[config.mk]
export PLATFORM = sky130hd
export DESIGN_NAME = lane_sprite_mover_flat
export DESIGN_NICKNAME = d
export VERILOG_FILES = /design/src/rtl/lane_sprite_mover_if.sv /design/src/rtl/lane_sprite_mover.sv /design/src/flat_wrapper.sv
export SDC_FILE = /design/constraint.sdc
export NUM_CORES = 1
export LEC_CHECK = 0
export BUFFER_PORTS_ARGS = -buffer_cell sky130_fd_sc_hd__buf_2
export CAP_MARGIN = 30
export CELL_PAD_IN_SITES_DETAIL_PLACEMENT = 2
export CELL_PAD_IN_SITES_GLOBAL_PLACEMENT = 2
export CORE_MARGIN = 2
export CORE_UTILIZATION = 36
export DETAILED_ROUTE_END_ITERATION = 8
export HOLD_SLACK_MARGIN = 0.02
export MAX_ROUTING_LAYER = met4
export PLACE_DENSITY_LB_ADDON = 0.1
export SLEW_MARGIN = 30
export SYNTH_ARGS = -nofsm -noshare
export SYNTH_HDL_FRONTEND = slang
export SYNTH_SLANG_ARGS = --single-unit
[constraint.sdc]
create_clock -name clk -period 6.7 [get_ports clk]
set_input_delay 0.335 -clock clk [delete_from_list [all_inputs] [get_ports clk]]
set_output_delay 0.335 -clock clk [all_outputs]
set_load 0.05 [all_outputs]
[src/rtl/lane_sprite_mover_if.sv]
// Pixel stream from the sprite mover to the shared VGA write arbiter.
// Latency: none, pure wiring bundle.
// Backpressure: a pixel transfers when vga_write && vga_ready; master holds while not ready.
interface lane_sprite_mover_if #(
    parameter int nX          = 10,
    parameter int nY          = 9,
    parameter int COLOR_DEPTH = 9
);
    logic [nX-1:0]          vga_x;
    logic [nY-1:0]          vga_y;
    logic [COLOR_DEPTH-1:0] vga_color;
    logic                   vga_write;
    logic                   vga_ready;

    modport master (output vga_x, vga_y, vga_color, vga_write, input vga_ready);
    modport slave  (input vga_x, vga_y, vga_color, vga_write, output vga_ready);
endinterface

[src/rtl/lane_sprite_mover.sv]
// Moves a sprite between lanes: erases with background, redraws skipping transparent pixels.
// Latency: request edge E0 -> first pixel valid after E2; one pixel slot per unstalled cycle.
// Backpressure: whole counter/tag/output pipeline and both memories freeze while write && !ready.
module lane_sprite_mover #(
    parameter int nX                = 10,
    parameter int nY                = 9,
    parameter int COLOR_DEPTH       = 9,
    parameter int NUM_LANES         = 5,
    parameter int LANE_BITS         = 3,
    parameter int LANE_WIDTH        = 80,
    parameter int LANE_START_X      = 120,
    parameter int SPRITE_W          = 60,
    parameter int SPRITE_H          = 60,
    parameter int SPRITE_Y          = 360,
    parameter int START_LANE        = 2,
    parameter int SPR_ADDR_W        = 12,
    parameter logic [COLOR_DEPTH-1:0] TRANSPARENT_COLOR = 9'b111_000_111
) (
    input  logic                   clk,
    input  logic                   i_reset,
    input  logic                   i_move_left,
    input  logic                   i_move_right,
    input  logic                   i_redraw,
    output logic [LANE_BITS-1:0]   o_player_lane,
    output logic                   o_busy,
    output logic                   o_mem_en,
    output logic [SPR_ADDR_W-1:0]  o_spr_addr,
    input  logic [COLOR_DEPTH-1:0] i_spr_data,
    output logic [nX-1:0]          o_bg_x,
    output logic [nY-1:0]          o_bg_y,
    input  logic [COLOR_DEPTH-1:0] i_bg_data,
    lane_sprite_mover_if.master    vga
);
    localparam int CW = $clog2(SPRITE_W);
    localparam int RW = $clog2(SPRITE_H);

    typedef enum logic [2:0] {ST_RST, ST_INIT, ST_DRAW, ST_ERASE, ST_IDLE} state_t;
    typedef enum logic [1:0] {REQ_NONE, REQ_LEFT, REQ_RIGHT, REQ_REDRAW} req_t;

    function automatic logic [nX-1:0] f_lane_x(input logic [LANE_BITS-1:0] lane);
        return nX'(LANE_START_X + int'(lane) * LANE_WIDTH + (LANE_WIDTH - SPRITE_W) / 2);
    endfunction

    state_t                 r_state;
    logic [LANE_BITS-1:0]   r_lane;
    logic [nX-1:0]          r_old_x;
    logic [CW-1:0]          r_col;
    logic [RW-1:0]          r_row;
    logic                   r_cnt_act;
    req_t                   r_pend;
    logic                   r_prev_l, r_prev_r, r_prev_d;

    // tag stage: slot whose memory read is in flight
    logic                   r_t_vld, r_t_erase, r_t_last;
    logic [nX-1:0]          r_t_x;
    logic [nY-1:0]          r_t_y;

    // output register: r_o_slot marks an occupied slot even when transparent
    logic                   r_o_vld, r_o_slot, r_o_last;
    logic [nX-1:0]          r_o_x;
    logic [nY-1:0]          r_o_y;
    logic [COLOR_DEPTH-1:0] r_o_color;

    logic                   w_adv, w_req_l, w_req_r, w_req_d, w_scan_end, w_last, w_done;
    req_t                   w_new_req, w_cmd;
    logic [nX-1:0]          w_base_x, w_pix_x;
    logic [nY-1:0]          w_pix_y;

    assign w_adv      = ~(r_o_vld & ~vga.vga_ready);
    assign w_req_l    = i_move_left  & ~r_prev_l;
    assign w_req_r    = i_move_right & ~r_prev_r;
    assign w_req_d    = i_redraw     & ~r_prev_d;
    assign w_base_x   = (r_state == ST_ERASE) ? r_old_x : f_lane_x(r_lane);
    assign w_pix_x    = w_base_x + nX'(r_col);
    assign w_pix_y    = nY'(SPRITE_Y) + nY'(r_row);
    assign w_scan_end = (r_col == CW'(SPRITE_W - 1)) && (r_row == RW'(SPRITE_H - 1));
    assign w_last     = w_scan_end && (r_state == ST_DRAW);
    assign w_done     = r_o_slot && r_o_last && w_adv;
    assign w_cmd      = (w_new_req != REQ_NONE) ? w_new_req : r_pend;

    // Decode this cycle's request; simultaneous left+right cancel, a move beats redraw
    always_comb begin
        w_new_req = REQ_NONE;
        if (w_req_l && !w_req_r)      w_new_req = REQ_LEFT;
        else if (w_req_r && !w_req_l) w_new_req = REQ_RIGHT;
        else if (w_req_d)             w_new_req = REQ_REDRAW;
    end

    // Previous input levels for rising-edge detection
    always_ff @(posedge clk) begin
        r_prev_l <= i_move_left;
        r_prev_r <= i_move_right;
        r_prev_d <= i_redraw;
    end

    // Control FSM, lane state, pending slot and raster counter
    always_ff @(posedge clk) begin
        if (i_reset) begin
            r_state   <= ST_RST;
            r_lane    <= LANE_BITS'(START_LANE);
            r_old_x   <= '0;
            r_col     <= '0;
            r_row     <= '0;
            r_cnt_act <= 1'b0;
            r_pend    <= REQ_NONE;
        end else begin
            if (r_state != ST_IDLE && w_new_req != REQ_NONE)
                r_pend <= w_new_req;
            if (r_cnt_act && w_adv) begin
                if (r_col == CW'(SPRITE_W - 1)) begin
                    r_col <= '0;
                    if (r_row == RW'(SPRITE_H - 1)) begin
                        r_row <= '0;
                        // ERASE rolls straight into DRAW with the counter still running
                        if (r_state != ST_ERASE) r_cnt_act <= 1'b0;
                    end else begin
                        r_row <= r_row + RW'(1);
                    end
                end else begin
                    r_col <= r_col + CW'(1);
                end
            end
            case (r_state)
                ST_RST:   r_state <= ST_INIT;
                ST_INIT: begin
                    r_state   <= ST_DRAW;
                    r_cnt_act <= 1'b1;
                end
                ST_ERASE: if (w_scan_end && w_adv) r_state <= ST_DRAW;
                ST_DRAW:  if (w_done) r_state <= ST_IDLE;
                ST_IDLE: begin
                    r_pend <= REQ_NONE;
                    case (w_cmd)
                        REQ_LEFT: if (r_lane != '0) begin
                            r_old_x   <= f_lane_x(r_lane);
                            r_lane    <= r_lane - LANE_BITS'(1);
                            r_state   <= ST_ERASE;
                            r_cnt_act <= 1'b1;
                        end
                        REQ_RIGHT: if (r_lane != LANE_BITS'(NUM_LANES - 1)) begin
                            r_old_x   <= f_lane_x(r_lane);
                            r_lane    <= r_lane + LANE_BITS'(1);
                            r_state   <= ST_ERASE;
                            r_cnt_act <= 1'b1;
                        end
                        REQ_REDRAW: begin
                            r_state   <= ST_DRAW;
                            r_cnt_act <= 1'b1;
                        end
                        default: ;
                    endcase
                end
                default: r_state <= ST_RST;
            endcase
        end
    end

    // Tag and output stages; both freeze together with the memories on a stall
    always_ff @(posedge clk) begin
        if (i_reset) begin
            r_t_vld   <= 1'b0;
            r_t_erase <= 1'b0;
            r_t_last  <= 1'b0;
            r_t_x     <= '0;
            r_t_y     <= '0;
            r_o_vld   <= 1'b0;
            r_o_slot  <= 1'b0;
            r_o_last  <= 1'b0;
            r_o_x     <= '0;
            r_o_y     <= '0;
            r_o_color <= '0;
        end else if (w_adv) begin
            r_t_vld   <= r_cnt_act;
            r_t_erase <= (r_state == ST_ERASE);
            r_t_last  <= w_last;
            r_t_x     <= w_pix_x;
            r_t_y     <= w_pix_y;
            r_o_slot  <= r_t_vld;
            r_o_last  <= r_t_last;
            r_o_vld   <= r_t_vld && (r_t_erase || i_spr_data != TRANSPARENT_COLOR);
            r_o_x     <= r_t_x;
            r_o_y     <= r_t_y;
            r_o_color <= r_t_erase ? i_bg_data : i_spr_data;
        end
    end

    assign o_player_lane = r_lane;
    assign o_busy        = (r_state != ST_IDLE);
    assign o_mem_en      = w_adv;
    assign o_spr_addr    = SPR_ADDR_W'(int'(r_row) * SPRITE_W + int'(r_col));
    assign o_bg_x        = w_pix_x;
    assign o_bg_y        = w_pix_y;
    assign vga.vga_x     = r_o_x;
    assign vga.vga_y     = r_o_y;
    assign vga.vga_color = r_o_color;
    assign vga.vga_write = r_o_vld;
endmodule

[src/flat_wrapper.sv]
// flat-port wrapper written by rule: the top's interface ports become plain ports
module lane_sprite_mover_flat 
#(
    parameter int nX                = 10,
    parameter int nY                = 9,
    parameter int COLOR_DEPTH       = 9,
    parameter int NUM_LANES         = 5,
    parameter int LANE_BITS         = 3,
    parameter int LANE_WIDTH        = 80,
    parameter int LANE_START_X      = 120,
    parameter int SPRITE_W          = 60,
    parameter int SPRITE_H          = 60,
    parameter int SPRITE_Y          = 360,
    parameter int START_LANE        = 2,
    parameter int SPR_ADDR_W        = 12,
    parameter logic [COLOR_DEPTH-1:0] TRANSPARENT_COLOR = 9'b111_000_111
)
  (clk, i_reset, i_move_left, i_move_right, i_redraw, o_player_lane, o_busy, o_mem_en, o_spr_addr, i_spr_data, o_bg_x, o_bg_y, i_bg_data, vga_vga_x, vga_vga_y, vga_vga_color, vga_vga_write, vga_vga_ready);
  lane_sprite_mover_if #(.nX(nX), .nY(nY), .COLOR_DEPTH(COLOR_DEPTH)) vga_i ();
  input  logic clk;
  input  logic i_reset;
  input  logic i_move_left;
  input  logic i_move_right;
  input  logic i_redraw;
  output logic [LANE_BITS-1:0] o_player_lane;
  output logic o_busy;
  output logic o_mem_en;
  output logic [SPR_ADDR_W-1:0] o_spr_addr;
  input  logic [COLOR_DEPTH-1:0] i_spr_data;
  output logic [nX-1:0] o_bg_x;
  output logic [nY-1:0] o_bg_y;
  input  logic [COLOR_DEPTH-1:0] i_bg_data;
  output wire logic [$bits(vga_i.vga_x)-1:0] vga_vga_x;
  output wire logic [$bits(vga_i.vga_y)-1:0] vga_vga_y;
  output wire logic [$bits(vga_i.vga_color)-1:0] vga_vga_color;
  output wire logic [$bits(vga_i.vga_write)-1:0] vga_vga_write;
  input wire logic [$bits(vga_i.vga_ready)-1:0] vga_vga_ready;
  assign vga_vga_x = vga_i.vga_x;
  assign vga_vga_y = vga_i.vga_y;
  assign vga_vga_color = vga_i.vga_color;
  assign vga_vga_write = vga_i.vga_write;
  assign vga_i.vga_ready = vga_vga_ready;
  lane_sprite_mover #(.nX(nX), .nY(nY), .COLOR_DEPTH(COLOR_DEPTH), .NUM_LANES(NUM_LANES), .LANE_BITS(LANE_BITS), .LANE_WIDTH(LANE_WIDTH), .LANE_START_X(LANE_START_X), .SPRITE_W(SPRITE_W), .SPRITE_H(SPRITE_H), .SPRITE_Y(SPRITE_Y), .START_LANE(START_LANE), .SPR_ADDR_W(SPR_ADDR_W), .TRANSPARENT_COLOR(TRANSPARENT_COLOR)) u_core (.clk(clk), .i_reset(i_reset), .i_move_left(i_move_left), .i_move_right(i_move_right), .i_redraw(i_redraw), .o_player_lane(o_player_lane), .o_busy(o_busy), .o_mem_en(o_mem_en), .o_spr_addr(o_spr_addr), .i_spr_data(i_spr_data), .o_bg_x(o_bg_x), .o_bg_y(o_bg_y), .i_bg_data(i_bg_data), .vga(vga_i));
endmodule
# After elaboration in Yosys (flattened, before gate mapping)
# Index checks and enable logic that the tools add are counted.
# classes
n_addsub,9
n_reduce_logical,21
n_mul,2
n_eq_ne,20
bitwise,9
muxes,28
# ops
operator,count
10-bit two-way mux,3
10-bit one-hot mux with 2 select lines,1
3-bit two-way mux,6
3-bit one-hot mux with 5 select lines,1
12-bit by 7-bit adder with 12-bit output,1
6-bit by 1-bit adder with 6-bit output (second input constant),2
6-bit equality test (second input constant),2
6-bit two-way mux,2
10-bit by 5-bit adder with 10-bit output (second input constant),1
10-bit by 6-bit adder with 10-bit output,1
8-bit by 10-bit adder with 10-bit output (first input constant),1
1-bit logical AND,10
6-bit by 4-bit multiplier with 10-bit output (second input constant),1
9-bit by 6-bit adder with 9-bit output (first input constant),1
9-bit two-way mux,1
3-bit by 2-bit != test with 1-bit output (second input constant),3
9-bit != test (second input constant),1
3-bit one-hot mux with 3 select lines,1
2-bit two-way mux,4
2-bit by 1-bit != test with 1-bit output (second input constant),4
3-bit by 2-bit equality test with 1-bit output (second input constant),2
3-bit by 3-bit multiplier with 6-bit output (second input constant),1
1-bit two-way mux,6
3-bit != test (second input constant),2
other kinds (21),31
# word_totals
register_bits,87
inputBits,24
out_inout_bits,65
word_cells,110

# Logic depth before layout (Yosys ltp)
# Gate-level depths: netlist of run 1.
# depth
ltp_word,11
depth_mapped,11
ltp_nobuf,11

# Least setup slack after synthesis of run 1
# Ideal clock, no wire load.
# synth_path
path_type,flip-flop to output port
start,register u_core.r_row[3]
end,output port o_spr_addr[11]
arrival_ps,3959
path_buffers,0
path_stages_with_launch,11
setup_slack_ps,2406
required_ps,6365
path_cell_list,dfxtp_1 > inv_1 > fa_1 > fa_1 > inv_1 > ha_1 > o21ai_1 > o21ai_1 > a2111oi_0 > a2111oi_2 > xor2_1
# synth_via
elab_chain_len,2
# synth_lines
element,line,rtl
start: declaration,lane_sprite_mover.sv:48,logic [RW-1:0] r_row;
start signal: assignment,lane_sprite_mover.sv:117,r_row <= r_row + RW'(1);
6-bit by 4-bit multiplier with 10-bit output,lane_sprite_mover.sv:190,assign o_spr_addr = SPR_ADDR_W'(int'(r_row) * SPRITE_W + int'(r_col));
12-bit by 7-bit adder with 12-bit output,lane_sprite_mover.sv:190,
end: declaration,flat_wrapper.sv:28,output logic [SPR_ADDR_W-1:0] o_spr_addr;
# No other way between the ends.

# Worst setup path after layout of run 1
# layout_path
start,register u_core.r_row[0]
end,output port o_spr_addr[11]
# Same word-level chain as after synthesis.

==> results of run 1 <==
## where the power goes
group	switching (mW)	total, mW	internal (mW)
logic	0.0892	0.127	0.0382
registers	0.0154	0.533	0.518
clock network	0.201	0.549	0.348
## final cells by class
cell class | count | area share, %
clock inverters | 3 | 1.23
clock buffers | 13 | 4.64
repair buffers | 92 | 8.43
inverters | 32 | 2.14
flip-flops and latches | 84 | 30.0
multi-input cells | 398 | 49.7
well taps | 176 | 3.93
## cell usage after synthesis (2+ instances only)
library cell | count | area share [%]
sky130_fd_sc_hd__ha_1 | 35 | 9.2
sky130_fd_sc_hd__buf_4 | 7 | 1.1
sky130_fd_sc_hd__nor3_1 | 14 | 1.5
sky130_fd_sc_hd__nor2b_1 | 6 | 0.79
sky130_fd_sc_hd__mux2i_4 | 3 | 1.4
sky130_fd_sc_hd__or4_1 | 2 | 0.32
sky130_fd_sc_hd__or3_1 | 2 | 0.26
sky130_fd_sc_hd__a21oi_1 | 51 | 5.4
sky130_fd_sc_hd__buf_6 | 2 | 0.47
sky130_fd_sc_hd__nand3b_1 | 4 | 0.63
sky130_fd_sc_hd__or2_2 | 2 | 0.26
sky130_fd_sc_hd__mux2i_1 | 13 | 2.7
sky130_fd_sc_hd__o21ai_0 | 4 | 0.42
sky130_fd_sc_hd__dfxtp_1 | 84 | 35
sky130_fd_sc_hd__buf_1 | 6 | 0.47
sky130_fd_sc_hd__buf_2 | 5 | 0.53
sky130_fd_sc_hd__nand2_1 | 82 | 6.5
sky130_fd_sc_hd__xnor2_1 | 17 | 3.1
sky130_fd_sc_hd__o21ai_1 | 3 | 0.32
sky130_fd_sc_hd__inv_1 | 31 | 2.4
sky130_fd_sc_hd__nand3_1 | 14 | 1.5
sky130_fd_sc_hd__or4b_1 | 2 | 0.42
sky130_fd_sc_hd__a21o_1 | 2 | 0.32
sky130_fd_sc_hd__nand4_1 | 2 | 0.26
sky130_fd_sc_hd__clkbuf_1 | 15 | 1.2
sky130_fd_sc_hd__nand2b_1 | 5 | 0.66
sky130_fd_sc_hd__o21a_1 | 4 | 0.63
sky130_fd_sc_hd__a311oi_1 | 2 | 0.37
sky130_fd_sc_hd__and3_1 | 3 | 0.39
sky130_fd_sc_hd__nor2_1 | 52 | 4.1
sky130_fd_sc_hd__nor3b_1 | 3 | 0.47
sky130_fd_sc_hd__xor2_1 | 12 | 2.2
sky130_fd_sc_hd__a41o_1 | 2 | 0.42
sky130_fd_sc_hd__o21ba_1 | 2 | 0.42
sky130_fd_sc_hd__a211oi_1 | 11 | 1.7
sky130_fd_sc_hd__a211o_1 | 2 | 0.37
sky130_fd_sc_hd__nor4b_1 | 3 | 0.55
sky130_fd_sc_hd__fa_1 | 12 | 5.0
## through the flow
step                      util, %  setup slack, ps
after floorplan                 -             2410
after global placement       40.4             2590
after detailed placement     40.4             2440
after CTS                    42.9             2010
after global routing         42.9             1760
final                        42.9             2110
## flip-flops by register name, indices dropped and copies added (netlist names), 2 cells and up
| signal | cells |
|---|---|
| u_core.r_old_x | 7 |
| u_core.r_row | 6 |
| u_core.r_t_x | 10 |
| u_core.vga.vga_color | 9 |
| u_core.vga.vga_y | 9 |
| u_core.o_player_lane | 3 |
| u_core.vga.vga_x | 10 |
| u_core.r_t_y | 9 |
| u_core.r_pend | 2 |
| u_core.r_state | 3 |
| u_core.r_col | 6 |
## final timing paths
path | cells past startpoint | start | endpoint | slack, ps
setup / recovery | 12 | u_core.r_row[0] | o_spr_addr[11] | 2110
hold / removal | 1 | i_move_left | u_core.r_prev_l | 110
setup reg to reg | 9 | u_core.r_state[0] | u_core.r_t_x[9] | 4010
hold reg to reg | 2 | u_core.vga.vga_x[2] | u_core.vga.vga_x[2] | 450
## worst reg2reg max path, stage by stage, from the launching register on
cell and delay (ps):
sky130_fd_sc_hd__dfxtp_1 550, sky130_fd_sc_hd__and3b_2 320, sky130_fd_sc_hd__nand2_1 110, sky130_fd_sc_hd__ha_1 230
sky130_fd_sc_hd__ha_1 220, sky130_fd_sc_hd__a31o_1 240, sky130_fd_sc_hd__a21oi_1 260, sky130_fd_sc_hd__nor4_2 120
sky130_fd_sc_hd__or4_1 510, sky130_fd_sc_hd__nand3_1 80
## cells by family (layout without fill, tap and decap cells)
family	count (synthesis)	after routing	share of synthesized area (%)
AOI/OAI and AO/OA	97	97	13.1
xor gates and xnor gates	29	29	5.34
adders and majority gates	48	48	14.5
buffers and inverters	67	140	6.28
DFF	84	84	35.3
muxes	16	16	4.15
other	1	1	0.0788
and+or+nand+nor	207	207	21.2
## per-layer routing
layer	track usage [%]	up-vias	wire, µm
li1	-	1993	-
met1	25.7	1972	6250
met2	31.0	63	5950
met3	3.45	9	356
met4	5.13	0	132
met5	-	-	0
==> out/qor.json, run 1 <==
{
  "outcome": "finished, final reports clean",
  "post_cts_hold_buffer_count": 0,
  "grt_overflow_total": 0,
  "postSynthCellCount": 549,
  "maxcap_violations": 0,
  "numClockSinks": 84,
  "rsz0062_at_grt": "no",
  "most-common-layout-cells": "sky130_fd_sc_hd__buf_2, sky130_fd_sc_hd__dfxtp_1, sky130_fd_sc_hd__nand2_1",
  "clock-skew-final_ps": 7.85,
  "synth_warnings": 0,
  "chipHeight_um": 119,
  "placement_rows": 42,
  "power.ir.vdd_worst_mv": 0.0921,
  "proportion_of_layout_cells_with_a_drive_suffix_above_1_pct": 19.5,
  "fin_worst_hold_slack_ps": 108,
  "setup.worst_path.end_class": "output port",
  "htreeDepth": 3,
  "timing.critical_path.slowest_cell_delay_ps": 540,
  "critPathSlowestCell": "sky130_fd_sc_hd__dfxtp_1",
  "dominant_synthesized_flop_cell": "sky130_fd_sc_hd__dfxtp_1",
  "drv_slew": 0,
  "vias": 4037,
  "drt_first_iter_violations": 218,
  "timing_worst_setup_path_type": "register to output port",
  "worstMarginPinSlew_ps": 854,
  "design.die.area_um2": 14200,
  "ys_types": 66,
  "cts_buffer_depth": 2,
  "fin_crit_sh_pct": 68.5,
  "ios": 89,
  "number_of_diodes_added_for_antenna_fixing": 0,
  "fin_nets": 688,
  "clk_latency_ps": 340,
  "critPathArrivalTime_ps": 4250,
  "cellPowerDensity_nw_per_um2": 216,
  "grt_start_max_net_pins": 81,
  "core_region_area_um2": 13100,
  "synthesis.area_per_instance_um2": 8.67,
  "clkSlewWorstSetupHoldPaths_ps": 60,
  "finalHoldViolCount": 0,
  "number_of_enable_type_register_cells_in_the_synthesized_netlist": 0,
  "starting_density_of_the_core_pct": 36.4,
  "ys_async_sr_fraction_pct": 0,
  "placed_cell_area_um2": 5280,
  "routed_wire_length_per_instance_um": 15.9,
  "globalRouteTotalUtil_pct": 19.5,
  "cts_tree": "yes",
  "setup_viol_count_final": 0,
  "timing.slew.headroom_pct": 43.1,
  "layout.area.seq_um2": 1680,
  "setup_repair_bufs_after_cts": 0,
  "critical_path.most_common_cell": "sky130_fd_sc_hd__fa_1",
  "place_hpwl_mm": 9.18,
  "cts_root_buffer": "sky130_fd_sc_hd__clkbuf_16",
  "multi_input_comb_area_um2": 2790,
  "timing.critical_path.fanout_max": 8,
  "first_global_vias": 4361,
  "timing.critical_path.cells": "fa_1 -> fa_1 -> inv_1 -> fa_1 -> inv_1 -> ha_1 -> nand2_1 -> o21ai_0 -> nand4bb_1 -> nor4_1 -> xor2_1 -> buf_2",
  "io_buffer_count": 87,
  "cpLargestDelayFamily": "adder cells",
  "layoutNonFillerInstCount": 798,
  "ys_seq_elements": 84,
  "detail_route.vias_per_cell": 5.06,
  "worst-endpoint-required_ps": 6360,
  "total_power_mw": 1.21,
  "achievable_clock_frequency_mhz": 218,
  "final.min_clock_period_ps": 4590,
  "layout.cells.most_common": "sky130_fd_sc_hd__buf_2",
  "grt_antenna_before_repair": 0,
  "die-width_um": 119,
  "globalplace.congestion": 0.785,
  "wl_mm": 12.7,
  "hold_path_class": "input pin to register",
  "dp_cells": 782,
  "area.growth.synth_to_final_pct": 17.9,
  "synth_nets": 620,
  "leakagePower_nw": 2.55,
  "stdcell_area_um2": 5610,
  "synth.yosys.seq_area_share_pct": 35.3,
  "crit_path_start_kind": "register",
  "remaining_drc_errors": 0,
  "cp_num_buf_inv": 3,
  "layout.filler_cells": 1470,
  "setup-tns-final_ps": 0,
  "cts-buffers-inserted": 9,
  "postCtsResizedCells": 0,
  "first_pass_iters": 4,
  "antenna_violating_nets_post_route": 0,
  "grt_first_pass_wirelength_mm": 21.8,
  "post_synth_instance_area_um2": 4760
}
(Power assumes the default switching activity.)
==> run 2: changes to the inputs <==
--- a/config.mk
+++ b/config.mk
@@ -5,12 +5,13 @@
 export SDC_FILE = /design/constraint.sdc
 export NUM_CORES = 1
 export LEC_CHECK = 0
+export ABC_AREA = 1
 export BUFFER_PORTS_ARGS = -buffer_cell sky130_fd_sc_hd__buf_2
 export CAP_MARGIN = 30
 export CELL_PAD_IN_SITES_DETAIL_PLACEMENT = 2
 export CELL_PAD_IN_SITES_GLOBAL_PLACEMENT = 2
 export CORE_MARGIN = 2
-export CORE_UTILIZATION = 36
+export CORE_UTILIZATION = 31
 export DETAILED_ROUTE_END_ITERATION = 8
 export HOLD_SLACK_MARGIN = 0.02
 export MAX_ROUTING_LAYER = met4
==> constraint.sdc (replaced) <==
create_clock -name clk -period 4.6 [get_ports clk]
set_input_delay 0.23 -clock clk [delete_from_list [all_inputs] [get_ports clk]]
set_output_delay 0.23 -clock clk [all_outputs]
set_load 0.05 [all_outputs]
==> out/qor.json, run 2 <==
{
  "outcome": "finished, final reports clean",
  "number_of_enable_type_register_cells_in_the_synthesized_netlist": {"value": 0, "change": "unchanged"},
  "layoutNonFillerInstCount": {"value": 920, "change": "+15%"},
  "crit_path_start_kind": "register",
  "globalRouteTotalUtil": {"value": 18.3, "unit": "%", "change": "-1.2 points"},
  "starting_density_of_the_core": {"value": 31.6, "unit": "%", "change": "-4.8 points"},
  "htreeDepth": {"value": 3, "change": "unchanged"},
  "ys_seq_elements": {"value": 84, "change": "unchanged"},
  "finalHoldViolCount": {"value": 0, "change": "unchanged"},
  "clkSlewWorstSetupHoldPaths": {"value": 60, "unit": "ps", "change": "about the same"},
  "cts_root_buffer": "sky130_fd_sc_hd__clkbuf_16",
  "critPathSlowestCell": "sky130_fd_sc_hd__dfxtp_1",
  "maxcap_violations": {"value": 0, "change": "unchanged"},
  "setup_viol_count_final": {"value": 0, "change": "unchanged"},
  "synth_compound_gate_area_share": {"value": 13.9, "unit": "%", "change": "+0.83 points"},
  "post_synth_most_frequent_cells": "sky130_fd_sc_hd__nand2_1, sky130_fd_sc_hd__inv_1, sky130_fd_sc_hd__nor2_1",
  "cts_tree": "yes",
  "hold_path_depth": {"value": 3, "change": "+2"},
  "setup.reg_to_reg.worst_slack": {"value": 2200, "unit": "ps", "change": "-1810 ps"},
  "hold_start": "i_bg_data[7]",
  "clock-skew-final": {"value": 9.11, "unit": "ps", "change": "+1.27 ps"},
  "grt_overflow_total": {"value": 0, "change": "unchanged"},
  "fin_nets": {"value": 799, "change": "+16%"},
  "most-common-layout-cells": "sky130_fd_sc_hd__nand2_1, sky130_fd_sc_hd__inv_1, sky130_fd_sc_hd__buf_2",
  "post_synth_mux_area_share": {"value": 0, "unit": "%", "change": "-4.2 points"},
  "cts-buffers-inserted": {"value": 9, "change": "unchanged"},
  "first_pass_iters": {"value": 4, "change": "unchanged"},
  "rsz0062_at_grt": "no",
  "synthesis.area_per_instance": {"value": 7.33, "unit": "µm²", "change": "-15%"},
  "postSynthCellCount": {"value": 652, "change": "+19%"},
  "vias": {"value": 4473, "change": "+11%"},
  "ios": {"value": 89, "change": "unchanged"},
  "grt_start_max_net_pins": {"value": 46, "change": "-43%"},
  "fin_crit_sh_pct": 90.1,
  "io_buffer_count": {"value": 87, "change": "unchanged"},
  "worst_r2r_endpoint": "u_core.o_player_lane[0]",
  "wl": {"value": 13.8, "unit": "mm", "change": "+9.0%"},
  "postCtsResizedCells": {"value": 0, "change": "unchanged"},
  "number_of_diodes_added_for_antenna_fixing": {"value": 0, "change": "unchanged"},
  "synth_simple_gate_area_share": {"value": 23.7, "unit": "%", "change": "+2.4 points"},
  "finalWorstSetupSlack": {"value": 457, "unit": "ps", "change": "-1660 ps"},
  "ys_types": {"value": 40, "change": "-39%"},
  "power.ir.vdd_worst": {"value": 0.203, "unit": "mV", "change": "+120%"},
  "post_cts_hold_buffer_count": {"value": 3, "change": "+3"},
  "cp_num_buf_inv": {"value": 4, "change": "+1"},
  "globalplace.congestion": {"value": 0.781, "change": "-0.46%"},
  "layout.area.seq": {"value": 1680, "unit": "µm²", "change": "unchanged"},
  "pre_cts_ws": {"value": 756, "unit": "ps", "change": "-1680 ps"},
  "die-width": {"value": 128, "unit": "µm", "change": "+7.7%"},
  "timing_worst_setup_path_type": "register to output port",
  "area.growth.synth_to_final": {"value": 17.9, "unit": "%", "change": "about the same"},
  "critical_path.most_common_cell": "sky130_fd_sc_hd__inv_1",
  "timing.slew.headroom": {"value": 40.8, "unit": "%", "change": "-2.3 points"},
  "critPathArrivalTime": {"value": 3910, "unit": "ps", "change": "-340 ps"},
  "placement_rows": {"value": 45, "change": "+7.1%"},
  "worstMarginPinSlew": {"value": 887, "unit": "ps", "change": "+33.7 ps"},
  "r2r.worst_path.cells": {"value": 14, "change": "+5"},
  "timing.critical_path.slowest_cell_delay": {"value": 590, "unit": "ps", "change": "+50 ps"},
  "place_hpwl": {"value": 10.7, "unit": "mm", "change": "+16%"},
  "final_core_utilization": {"value": 37.2, "unit": "%", "change": "-5.6 points"},
  "antenna_violating_nets_post_route": {"value": 0, "change": "unchanged"},
  "synth.yosys.seq_area_share": {"value": 35.2, "unit": "%", "change": "-0.17 points"},
  "leakagePower": {"value": 2.91, "unit": "nW", "change": "+14%"},
  "cellPowerDensity": {"value": 411, "unit": "nW/µm²", "change": "+90%"},
  "synth_warnings": {"value": 0, "change": "unchanged"},
  "drv_slew": {"value": 0, "change": "unchanged"},
  "grt_antenna_before_repair": {"value": 0, "change": "unchanged"},
  "layout.cells.most_common": "sky130_fd_sc_hd__nand2_1",
  "layout.filler_cells": {"value": 1796, "change": "+22%"},
  "cpLargestDelayFamily": "adder cells",
  "remaining_drc_errors": {"value": 0, "change": "unchanged"},
  "synth.area.top_cells": "sky130_fd_sc_hd__dfxtp_1, sky130_fd_sc_hd__ha_1, sky130_fd_sc_hd__nand2_1",
  "drt_first_iter_violations": {"value": 150, "change": "-31%"},
  "ys_async_sr_fraction": {"value": 0, "unit": "%", "change": "unchanged"},
  "timing.critical_path.fanout_max": {"value": 9, "change": "+1"},
  "synth_fa_ha_area_share": {"value": 14.2, "unit": "%", "change": "-0.28 points"},
  "crit_cells": {"value": 13, "change": "+1"},
  "placed_cell_area": {"value": 5330, "unit": "µm²", "change": "+0.95%"},
  "stdcell_area": {"value": 5640, "unit": "µm²", "change": "+0.54%"},
  "chipHeight": {"value": 128, "unit": "µm", "change": "+7.7%"},
  "setup_repair_bufs_after_cts": {"value": 0, "change": "unchanged"},
  "grt_first_pass_wirelength": {"value": 23.4, "unit": "mm", "change": "+7.2%"},
  "core_region_area": {"value": 15100, "unit": "µm²", "change": "+16%"},
  "post-synth-top-area-fraction": {"value": 35.2, "unit": "%", "change": "-0.17 points"},
  "timing.critical_path.cells": "inv_1 -> fa_1 -> fa_1 -> inv_1 -> ha_1 -> xnor2_1 -> inv_1 -> nor2_1 -> nand2_1 -> nor2_1 -> nand4_1 -> nand2_1 -> buf_2",
  "setup-tns-final": {"value": 0, "unit": "ps", "change": "unchanged"},
  "cts_buffer_depth": {"value": 2, "change": "unchanged"},
  "setup.worst_path.end_class": "output port",
  "design.die.area": {"value": 16400, "unit": "µm²", "change": "+16%"},
  "clk_latency": {"value": 340, "unit": "ps", "change": "about the same"},
  "dp_cells": {"value": 902, "change": "+15%"},
  "post_synth_instance_area": {"value": 4780, "unit": "µm²", "change": "+0.47%"},
  "proportion_of_layout_cells_with_a_drive_suffix_above_1": {"value": 16.3, "unit": "%", "change": "-3.2 points"},
  "yosys.area_share.xor_xnor": {"value": 2.38, "unit": "%", "change": "-3.0 points"},
  "numClockSinks": {"value": 84, "change": "unchanged"},
  "yosys.cell_count.top_type": "sky130_fd_sc_hd__nand2_1",
  "multi_input_comb_area": {"value": 2590, "unit": "µm²", "change": "-6.9%"},
  "detail_route.vias_per_cell": {"value": 4.86, "change": "-3.9%"},
  "synth_top_family_by_area": "simple AND/OR/NAND/NOR gates",
  "hold_path_end": "u_core.vga.vga_color[7]",
  "first_global_vias": {"value": 4804, "change": "+10%"},
  "hold_path_class": "input pin to register",
  "routed_wire_length_per_instance": {"value": 15.0, "unit": "µm", "change": "-5.5%"},
  "achievable_clock_frequency_mhz": 241,
  "rr_startpoint": "u_core.r_prev_l",
  "final.min_clock_period_ps": 4140,
  "dominant_synthesized_flop_cell": "sky130_fd_sc_hd__dfxtp_1",
  "synth_nets": {"value": 723, "change": "+17%"},
  "worst-endpoint-required": {"value": 4370, "unit": "ps", "change": "-1990 ps"},
  "yosysTopAreaCell": "sky130_fd_sc_hd__dfxtp_1"
}
-- run 2: cell types whose count changed after synthesis, sizes merged, moves of 14 or more --
cell / before / now
o21ai: 7 / 73
inv: 32 / 94
nor2: 52 / 88
nand2: 82 / 112
nand3: 14 / 34
a21oi: 51 / 33
mux2i: 16 / 0
xnor2: 17 / 3
-- run 2: per-layer routing --
metal,routed length (µm),up-vias,global-route usage (%)
li1,-,2236,-
met1,5940,2181,20.9
met2,7380,44,32.8
met3,337,12,3.26
met4,165,0,4.91
met5,0,-,-
-- run 2: power by group --
group | switching, mW | internal, mW | total [mW]
Combinational | 0.539 | 0.191 | 0.730
Clock | 0.295 | 0.393 | 0.688
Sequential | 0.0765 | 0.822 | 0.898
Total | 0.910 | 1.41 | 2.32
-- run 2: final cells by class --
| type | instances | area share (%) |
|---|---|---|
| Clock buffer | 12 | 4.55 |
| Inverter | 95 | 6.41 |
| Tap cell | 188 | 4.17 |
| Timing Repair Buffer | 93 | 8.65 |
| Multi-Input combinational cell | 445 | 46.0 |
| Clock inverter | 3 | 0.399 |
| Sequential cell | 84 | 29.8 |
-- run 2: worst reg2reg max path: cells and delay by family (launching register included) --
family / cells / cell delay [ps]
buffers and inverters: 4 / 490
AND/OR/NAND/NOR: 6 / 600
flip-flops: 1 / 300
AO/OA/AOI/OAI: 3 / 680
adder cells (fa/ha/maj): 1 / 230
-- run 2: stage by stage --
| step | hold slack (ps) | total power [mW] |
|---|---|---|
| after floorplan | 258 | 1.47 |
| after global placement | 350 | 1.62 |
| after detailed placement | 351 | 1.65 |
| after CTS | 150 | 2.36 |
| after global routing | 153 | 2.46 |
| final | 166 | 2.32 |
-- run 2: cell families (layout without fill, tap and decap cells) --
logic type,count (synthesis),count (layout)
AND/OR/NAND/NOR,260,260
AO/OA/AOI/OAI,124,124
buffers and inverters,123,203
flip-flops,84,84
adder cells (fa/ha/maj),47,47
XOR/XNOR,13,13
other,1,1
-- run 2: how the worst max path moves through the flow --
stage,start,end,slack (ps)
after floorplan,u_core.r_row[3],o_spr_addr[9],690
after global placement,u_core.r_row[2],o_spr_addr[10],930
after detailed placement,u_core.r_row[3],o_spr_addr[11],760
after CTS,u_core.r_row[3],o_spr_addr[11],370
after global routing,u_core.r_row[3],o_spr_addr[11],100
final,u_core.r_row[3],o_spr_addr[10],460
